--- src/rtl/pv_pkg.sv ---
// Shared definitions for the Viterbi input-skew front end.
//   LanesDefault / SymWDefault : default lane count and coded-symbol width
//   sym_t                      : one coded symbol at the default width
//   slot_width()               : slot-counter width for a given lane count (min 1 bit)
package pv_pkg;

  localparam int unsigned LanesDefault = 8;
  localparam int unsigned SymWDefault  = 2;

  typedef logic [SymWDefault-1:0] sym_t;

  function automatic int unsigned slot_width(input int unsigned lanes);
    return (lanes > 1) ? $clog2(lanes) : 1;
  endfunction

endpackage

--- src/rtl/pv_skew_lane.sv ---
// One lane of the diagonal skew: a DEPTH-stage delay line for the lane's symbol and
// valid tag, followed by the lane output register.
//   clk, rst   : clock, asynchronous active-low reset
//   i_en       : advance one beat
//   i_clr      : synchronous clear of history and output (priority over i_en)
//   i_sym/i_tag: this lane's symbol of the incoming beat word and its valid tag
//   o_sym/o_tag: registered symbol/tag of the word accepted DEPTH beats earlier
module pv_skew_lane
  import pv_pkg::*;
#(
  parameter int unsigned DEPTH = 0,
  parameter int unsigned SYM_W = SymWDefault
) (
  input  logic             clk,
  input  logic             rst,
  input  logic             i_en,
  input  logic             i_clr,
  input  logic [SYM_W-1:0] i_sym,
  input  logic             i_tag,
  output logic [SYM_W-1:0] o_sym,
  output logic             o_tag
);

  logic [SYM_W-1:0] r_sym;
  logic             r_tag;
  logic [SYM_W-1:0] w_sym_dly;
  logic             w_tag_dly;

  if (DEPTH == 0) begin : g_direct
    assign w_sym_dly = i_sym;
    assign w_tag_dly = i_tag;
  end else begin : g_delay
    // Stage j holds the word accepted j+1 beats ago.
    logic [SYM_W-1:0] r_hist_sym [DEPTH];
    logic             r_hist_tag [DEPTH];

    always_ff @(posedge clk or negedge rst) begin
      if (!rst) begin
        for (int i = 0; i < DEPTH; i++) begin
          r_hist_sym[i] <= '0;
          r_hist_tag[i] <= 1'b0;
        end
      end else if (i_clr) begin
        for (int i = 0; i < DEPTH; i++) begin
          r_hist_sym[i] <= '0;
          r_hist_tag[i] <= 1'b0;
        end
      end else if (i_en) begin
        r_hist_sym[0] <= i_sym;
        r_hist_tag[0] <= i_tag;
        for (int i = 1; i < DEPTH; i++) begin
          r_hist_sym[i] <= r_hist_sym[i-1];
          r_hist_tag[i] <= r_hist_tag[i-1];
        end
      end
    end

    assign w_sym_dly = r_hist_sym[DEPTH-1];
    assign w_tag_dly = r_hist_tag[DEPTH-1];
  end

  always_ff @(posedge clk or negedge rst) begin
    if (!rst) begin
      r_sym <= '0;
      r_tag <= 1'b0;
    end else if (i_clr) begin
      r_sym <= '0;
      r_tag <= 1'b0;
    end else if (i_en) begin
      r_sym <= w_sym_dly;
      r_tag <= w_tag_dly;
    end
  end

  assign o_sym = r_sym;
  assign o_tag = r_tag;

endmodule

--- src/rtl/pv_input_skew.sv ---
// Viterbi front end: accepts one coded word of LANES symbols per beat and delivers a
// diagonally skewed stream, lane k carrying symbol k of the word accepted k beats earlier.
//   clk, rst     : clock, asynchronous active-low reset
//   i_sync       : frame restart; clears history, tags and slot counter
//   i_hold       : downstream stall; freezes all state
//   i_flush      : inject a zero pad word on beats without i_in_valid
//   i_in_valid   : i_in_data valid
//   o_in_ready   : word accepted this cycle when high together with i_in_valid
//   i_in_data    : coded word, symbol k at [k*SYM_W +: SYM_W]
//   o_out_sym    : lane k symbol at [k*SYM_W +: SYM_W]
//   o_out_valid  : bit k set when lane k carries real data
//   o_out_slot   : beat index mod LANES of the current lane-0 word
module pv_input_skew
  import pv_pkg::*;
#(
  parameter  int unsigned LANES  = LanesDefault,
  parameter  int unsigned SYM_W  = SymWDefault,
  localparam int unsigned SLOT_W = slot_width(LANES)
) (
  input  logic                   clk,
  input  logic                   rst,
  input  logic                   i_sync,
  input  logic                   i_hold,
  input  logic                   i_flush,
  input  logic                   i_in_valid,
  output logic                   o_in_ready,
  input  logic [LANES*SYM_W-1:0] i_in_data,
  output logic [LANES*SYM_W-1:0] o_out_sym,
  output logic [LANES-1:0]       o_out_valid,
  output logic [SLOT_W-1:0]      o_out_slot
);

  logic                   w_adv;
  logic [LANES*SYM_W-1:0] w_word;
  logic [SLOT_W-1:0]      r_slot;
  logic [SLOT_W-1:0]      w_slot_next;

  assign o_in_ready = rst & ~i_hold & ~i_sync;

  // A real word wins over flush; a flush-only beat shifts in a zero pad with tag 0.
  assign w_adv  = ~i_hold & ~i_sync & (i_in_valid | i_flush);
  assign w_word = i_in_valid ? i_in_data : '0;

  // LANES need not be a power of two, so wrap explicitly.
  always_comb begin
    w_slot_next = r_slot + 1'b1;
    if (r_slot == SLOT_W'(LANES - 1)) begin
      w_slot_next = '0;
    end
  end

  always_ff @(posedge clk or negedge rst) begin
    if (!rst) begin
      r_slot <= '0;
    end else if (i_sync) begin
      r_slot <= '0;
    end else if (w_adv) begin
      r_slot <= w_slot_next;
    end
  end

  assign o_out_slot = r_slot;

  for (genvar k = 0; k < LANES; k++) begin : g_lane
    pv_skew_lane #(
      .DEPTH(k),
      .SYM_W(SYM_W)
    ) u_lane (
      .clk  (clk),
      .rst  (rst),
      .i_en (w_adv),
      .i_clr(i_sync),
      .i_sym(w_word[k*SYM_W +: SYM_W]),
      .i_tag(i_in_valid),
      .o_sym(o_out_sym[k*SYM_W +: SYM_W]),
      .o_tag(o_out_valid[k])
    );
  end

endmodule

--- config.mk ---
export PLATFORM = sky130hd
export DESIGN_NAME = pv_input_skew
export DESIGN_NICKNAME = d
export VERILOG_FILES = /design/src/rtl/pv_pkg.sv /design/src/rtl/pv_skew_lane.sv /design/src/rtl/pv_input_skew.sv
export SDC_FILE = /design/constraint.sdc
export NUM_CORES = 1
export LEC_CHECK = 0
export CAP_MARGIN = 20
export CORE_MARGIN = 1
export CORE_UTILIZATION = 30
export CTS_CLUSTER_DIAMETER = 150
export DETAILED_ROUTE_END_ITERATION = 12
export HOLD_SLACK_MARGIN = 0.12
export SYNTH_ARGS = -nofsm -noshare
export SYNTH_HDL_FRONTEND = slang
export SYNTH_SLANG_ARGS = --single-unit
--- constraint.sdc ---
create_clock -name clk -period 1.8 [get_ports clk]
set_clock_uncertainty 0.15 [all_clocks]
set_input_delay 0.18 -clock clk [delete_from_list [all_inputs] [get_ports clk]]
set_output_delay 0.18 -clock clk [all_outputs]
set_load 0.01 [all_outputs]
==> out/qor.csv, run 1 <==
metric;value;unit
status;finished, violations left;
violations;DRC;
synth.avg_cell_area;10.0;µm²
drc;2;
clkSinkCount;83;
cts_tree;done;
clk_latency;0.33;ns
drv_slew;0;
worstPathCellList;clkdlybuf4s50_1;
portBuffers;49;
cp-end-kind;output port;
synth_commonest_cells;131 x nand2_1, 83 x dfrtp_1, 45 x a21oi_1, 22 x a21oi_2, 17 x nor2_1;
cp_slowest_cell;clkdlybuf4s50_1;
start_util;0.310;
dr.pass1.iters;8;
cts_buffer_depth;2;
irDropWorstVdd;0.402;mV
place_hpwl;4430;µm
die-area;12300;µm²
timing.final.crit_period;1.62;ns
r2r-start;o_out_slot[0];
maxClockFrequency;616;MHz
num_antenna_cells;0;
power;0.00397;W
cts_made_buffers;9;
syn-num-nets;381;
drive_gt1_frac;0.131;
hold_viol;0;
yosys_warnings;0;
worst_pin_slew;0.799;ns
top_usage_layer;met2;
track_usage;0.127;
path_clk_slew;0.06;ns
cp-startpoint;g_lane[7].u_lane.w_tag_dly;
yosysTopAreaCell;dfrtp_1;
rows;39;
fin_crit_sh;0.901;
worstSetupPathType;flop to output port;
crit_fanout;3;
htreeDepth;3;
place_area;4070;µm²
hold_slack;0.225;ns
cp-start-kind;flop;
slowest_delay;0.56;ns
grt_antenna_before_repair;0;
drt_wl_total;7160;µm
p_leak;1.79;nW
reg2reg_to;o_out_slot[0];
syn_to_final_growth;22.4;%
grt_max_degree;84;
ys.flop_type;dfrtp_1;
hold_path_end;g_lane[3].u_lane.g_delay.r_hist_tag[2];
synth_area;3570;µm²
cts_root_buffer;clkbuf_16;
p_switching;0.000897;W
synth-edff-count;0;
cp_top_family;buffers and inverters;
min_from;i_hold;
power_density;909;nW/µm²
switching_share;0.226;
ys_seq_elements;83;
synth_area_leaders;dfrtp_1 58%, nand2_1 14%, a21oi_1 6.3%, a21oi_2 5.4%, a22oi_1 3.4%;
final_cell_area;4370;µm²
synthDistinctLibCells;20;
yosysTopAreaCellShare;0.581;
drt_iter0_drc;166;
avgViaCountPerCell;4.69;
gp_congestion;0.665;
use_met2;0.203;
antenna_left;0;
reg2reg_slack;0.28;ns
synth_most_common_cell;nand2_1;
synthCells;357;
seqPwrFrac;0.481;
cap_violations;0;
clock_power_share;0.440;
p_int;0.00308;W
crit_buf_inv;1;
fp.dieW;111;µm
hold_path_depth;4;
grt.overflow.total;0;
grt_pass1_vias;2579;
crit_arrival;1.29;ns
ys_seq_area_frac;0.581;
hold_class;input port to flop;
async_flop_share;1.00;
fin_nets;417;
ios;50;
post_cts_buffers;0;
vias;2527;
core;11500;µm²
max_slew_margin;0.465;
avgRoutedWirePerCell;13.3;µm
grt_pass1_wl;12500;µm
p_comb_frac;0.079;
met1_usage;0.167;
worst-r2r-cell-count;4;
setup_viol;0;
grt_setup_unrepaired;no;
die_y;111;µm
critical_path_required;1.47;ns
gr-usage-met3;0.0268;
metal layers:
metal	routed length [µm]	part of all wire
met1	3350	0.47
met2	3470	0.48
met3	249	0.035
met4	99	0.014
met5	0	0
metrics by stage:
step / utilization / setup WS (ns) / TNS (ns) / cells
global placement: 0.354 / -0.0153 / -0.0648 / 524
finish: 0.380 / 0.178 / 0 / 539
CTS: 0.379 / 0.0156 / 0 / 539
floorplan: - / 0.327 / 0 / 357
detailed placement: 0.354 / -0.0994 / -1.04 / 524
global route: 0.380 / 0.136 / 0 / 539
cells by family (layout without fill, tap and decap cells):
| logic type | Yosys count | in the layout | synth area share |
|---|---|---|---|
| buf+inv | 35 | 74 | 0.0883 |
| compound gates | 85 | 85 | 0.160 |
| flops | 83 | 83 | 0.581 |
| fa+ha+maj | 2 | 2 | 0.00700 |
| simple gates | 152 | 152 | 0.163 |
cell type report:
class | count | area, µm²
Clock buffer | 9 | 225
Clock inverter | 5 | 56.3
Fill cell | 1148 | 7140
Multi-Input combinational cell | 239 | 1190
Sequential cell | 83 | 2080
Tap cell | 143 | 179
Timing Repair Buffer | 60 | 648
worst max path at each step:
| stage | cells after the start | endpoint | slack [ns] |
|---|---|---|---|
| after floorplan | 4 | o_out_slot[0] | 0.33 |
| after global placement | 4 | g_lane[6].u_lane.g_delay.r_hist_sym[10] | -0.02 |
| after detailed placement | 4 | g_lane[6].u_lane.g_delay.r_hist_sym[11] | -0.1 |
| after CTS | 3 | o_in_ready | 0.02 |
| after global routing | 1 | o_out_valid[6] | 0.14 |
| final | 1 | o_out_valid[6] | 0.18 |
registers in the layout (all words and copies together) (netlist names):
name                              cells
g_lane.u_lane.w_sym_dly              12
g_lane.u_lane.w_tag_dly               2
o_out_slot                            3
g_lane.u_lane.o_tag                   2
g_lane.u_lane.g_delay.r_hist_tag      4
g_lane.u_lane.g_delay.r_hist_sym     44
g_lane.u_lane.o_sym                  16
power by group through the flow:
stage	Clock (W)	Combinational [W]	Sequential (W)
2_1_floorplan	0	0.000191	0.00194
3_3_place_gp	0	0.000316	0.00194
3_5_place_dp	0	0.000320	0.00195
4_1_cts	0.00180	0.000322	0.00191
5_1_grt	0.00187	0.000350	0.00191
6_report	0.00175	0.000314	0.00191
cells in the final DEF (no fill, tap or decap):
cell,count
ha_1,2
o21bai_4,1
nand2_1,131
nor3b_2,1
o21ba_4,1
buf_4,6
buf_12,6
clkinvlp_4,1
dfrtp_1,83
clkbuf_16,9
nand2b_1,1
a21oi_1,45
nor2_1,17
clkdlybuf4s50_1,46
a22oi_1,16
nor2b_2,1
or3_1,1
dlygate4sd3_1,1
bufinv_16,1
dlymetal6s2s_1,1
clkinv_4,1
a21oi_2,22
clkinv_2,2
what timing repair did:
item	CTS	global route
resized for setup	0	2
hold endpoints to repair	83	0
setup endpoints to repair	0	1
hold buffers	1	0
Note: power is estimated with default switching activity, not from simulation.
==> run 2, diff against run 1 <==
--- a/config.mk
+++ b/config.mk
@@ -6,6 +6,7 @@
 export NUM_CORES = 1
 export LEC_CHECK = 0
 export CAP_MARGIN = 20
+export CORE_ASPECT_RATIO = 2
 export CORE_MARGIN = 1
 export CORE_UTILIZATION = 30
 export CTS_CLUSTER_DIAMETER = 150
==> run 2 against run 1 <==
  * The flow now finishes without violations
  * Die area up 0.22%
  * Sequential cell count unchanged
  * Utilization up 0.26 points
  * Critical path depth up 2
  * Count of clock-buffer cells in the layout up 2
  * Sequential share of layout area down 0.79 points
  * Largest cell class unchanged
==> out/qor.csv, run 2 (synthesis results as in run 1) <==
metric;value;unit;change
cts_buffer_depth;2;;unchanged
syn_to_final_growth;24.5;%;was 22.4%
final.setup.worst_slack;0.173;ns;was 0.178 ns
avgRoutedWirePerCell;13.0;µm;was 13.3 µm
p_leak;1.83;nW;was 1.79 nW
antenna_left;0;;unchanged
switching_share;0.207;;was 0.226
portBuffers;49;;unchanged
drc;0;;was 2
timing.final.crit_period;1.63;ns;was 1.62 ns
grt_pass1_vias;2564;;was 2579
ios;50;;unchanged
htreeDepth;3;;unchanged
drive_gt1_frac;0.137;;was 0.131
hold_slack;0.248;ns;was 0.225 ns
mostFrequentLayoutCell;nand2_1;;unchanged
final_cell_mix;131 x nand2_1, 83 x dfrtp_1, 46 x clkdlybuf4s50_1;;unchanged
maxClockFrequency;615;MHz;was 616 MHz
cp-start-kind;input port;;was flop
p_comb_frac;0.073;;was 0.079
fin_util;0.382;;was 0.380
setup_viol;0;;unchanged
gp_congestion;0.727;;was 0.665
cap_violations;0;;unchanged
grt_antenna_before_repair;0;;unchanged
power_density;966;nW/µm²;was 909 nW/µm²
worst_pin_slew;0.457;ns;was 0.799 ns
rows;56;;was 39
path_clk_slew;0.05;ns;was 0.06 ns
grt_setup_unrepaired;no;;unchanged
cts_root_buffer;clkbuf_16;;unchanged
clk_latency;0.33;ns;about the same
clock_power_share;0.482;;was 0.440
start_util;0.307;;was 0.310
clkSinkCount;83;;unchanged
drt_iter0_drc;92;;was 166
avgViaCountPerCell;4.56;;was 4.69
irDropWorstVdd;0.413;mV;was 0.402 mV
fp.dieW;79.2;µm;was 111 µm
grt.overflow.total;0;;unchanged
core;11600;µm²;was 11500 µm²
crit_arrival;1.30;ns;was 1.29 ns
die-area;12400;µm²;was 12300 µm²
p_int;0.00341;W;was 0.00308 W
fin_nets;420;;was 417
vias;2492;;was 2527
largest_reg_flops;44;;unchanged
cts_tree;done;;unchanged
max_slew_margin;0.695;;was 0.465
hold_viol;0;;unchanged
num_antenna_cells;0;;unchanged
final_cells;546;;was 539
fin_crit_sh;0.904;;was 0.901
hold_class;input port to flop;;unchanged
place_hpwl;4610;µm;was 4430 µm
track_usage;0.124;;was 0.127
cp-end-kind;output port;;unchanged
dr.pass1.iters;4;;was 8
p_switching;0.000887;W;was 0.000897 W
largest_register;g_lane.u_lane.g_delay.r_hist_sym;;unchanged
post-place-ws;-0.370;ns;was -0.0994 ns
seqPwrFrac;0.445;;was 0.481
setup_tns;0;ns;unchanged
drv_slew;0;;unchanged
status;complete, no violations;;was finished, violations left
grt_pass1_wl;11900;µm;was 12500 µm
crit_fanout;5;;was 3
critical_path_required;1.47;ns;about the same
fill_cells;1225;;was 1148
multi_input_comb_area;1190;µm²;about the same
cts_made_buffers;9;;unchanged
worstSetupPathType;input port to output port;;was flop to output port
regArea;2080;µm²;unchanged
dpl.cell_count;529;;was 524
grt_max_degree;84;;unchanged
drt_wl_total;7090;µm;was 7160 µm
post_cts_buffers;0;;unchanged
die_y;156;µm;was 111 µm
run 2: changes by cell type in the layout (fill, tap and decap cells not counted), sizes merged:
cell          previous run  this run
bufinv                   1         3
buf                     12        15
dlygate4sd2              0         1
clkinv                   3         2
clkbuf                   9        11
clkinvlp                 1         0
dlymetal6s2s             1         0
run 2: layout make-up:
cell class              instances  share of cell area
flip-flops and latches         83               0.467
clock buffers                  11              0.0546
repair buffers                 63               0.147
clock inverters                 5              0.0225
multi-input cells             239               0.268
well taps                     145              0.0408
run 2: power by group through the flow:
stage / logic, W / clock network (W) / registers [W]
after floorplan: 0.000191 / 0 / 0.00194
after CTS: 0.000323 / 0.00214 / 0.00191
after global routing: 0.000347 / 0.00222 / 0.00191
after global placement: 0.000314 / 0 / 0.00194
after detailed placement: 0.000319 / 0 / 0.00195
final: 0.000315 / 0.00207 / 0.00191
run 2: metal layers:
layer | GRT usage | wire (µm)
met1 | 0.138 | 3040
met2 | 0.221 | 3730
met3 | 0.0222 | 168
met4 | 0.0606 | 146
met5 | 0 | 0
run 2: final timing paths:
| check | from | endpoint | slack [ns] | cells after the start |
|---|---|---|---|---|
| worst max-delay path | i_hold | o_in_ready | 0.17 | 3 |
| worst min-delay path | i_sync | g_lane[6].u_lane.g_delay.r_hist_sym[11] | 0.25 | 3 |
| worst max register to register | o_out_slot[0] | o_out_slot[0] | 0.30 | 4 |
| worst min register to register | g_lane[3].u_lane.g_delay.r_hist_sym[3] | g_lane[3].u_lane.w_sym_dly[1] | 0.37 | 2 |
| max in group asynchronous | rst | g_lane[2].u_lane.w_sym_dly[0] | 0.79 | 3 |
| min in group asynchronous | rst | g_lane[5].u_lane.o_sym[0] | 0.35 | 3 |
run 2: stage by stage:
step / total power (W) / area [µm²]
2_1_floorplan: 0.00214 / 3570
3_3_place_gp: 0.00226 / 4080
3_5_place_dp: 0.00227 / 4080
4_1_cts: 0.00437 / 4450
5_1_grt: 0.00448 / 4450
6_report: 0.00430 / 4450
run 2: critical path: stages:
cell	delay, ns
dlygate4sd2_1	0.31
nor3b_4	0.24
clkdlybuf4s50_1	0.57
run 2: what timing repair did:
action	4_1_cts	5_1_grt
endpoints found under the hold margin	83	0
endpoints found under the setup margin	1	0
gates resized for setup	3	0
hold buffers	1	0
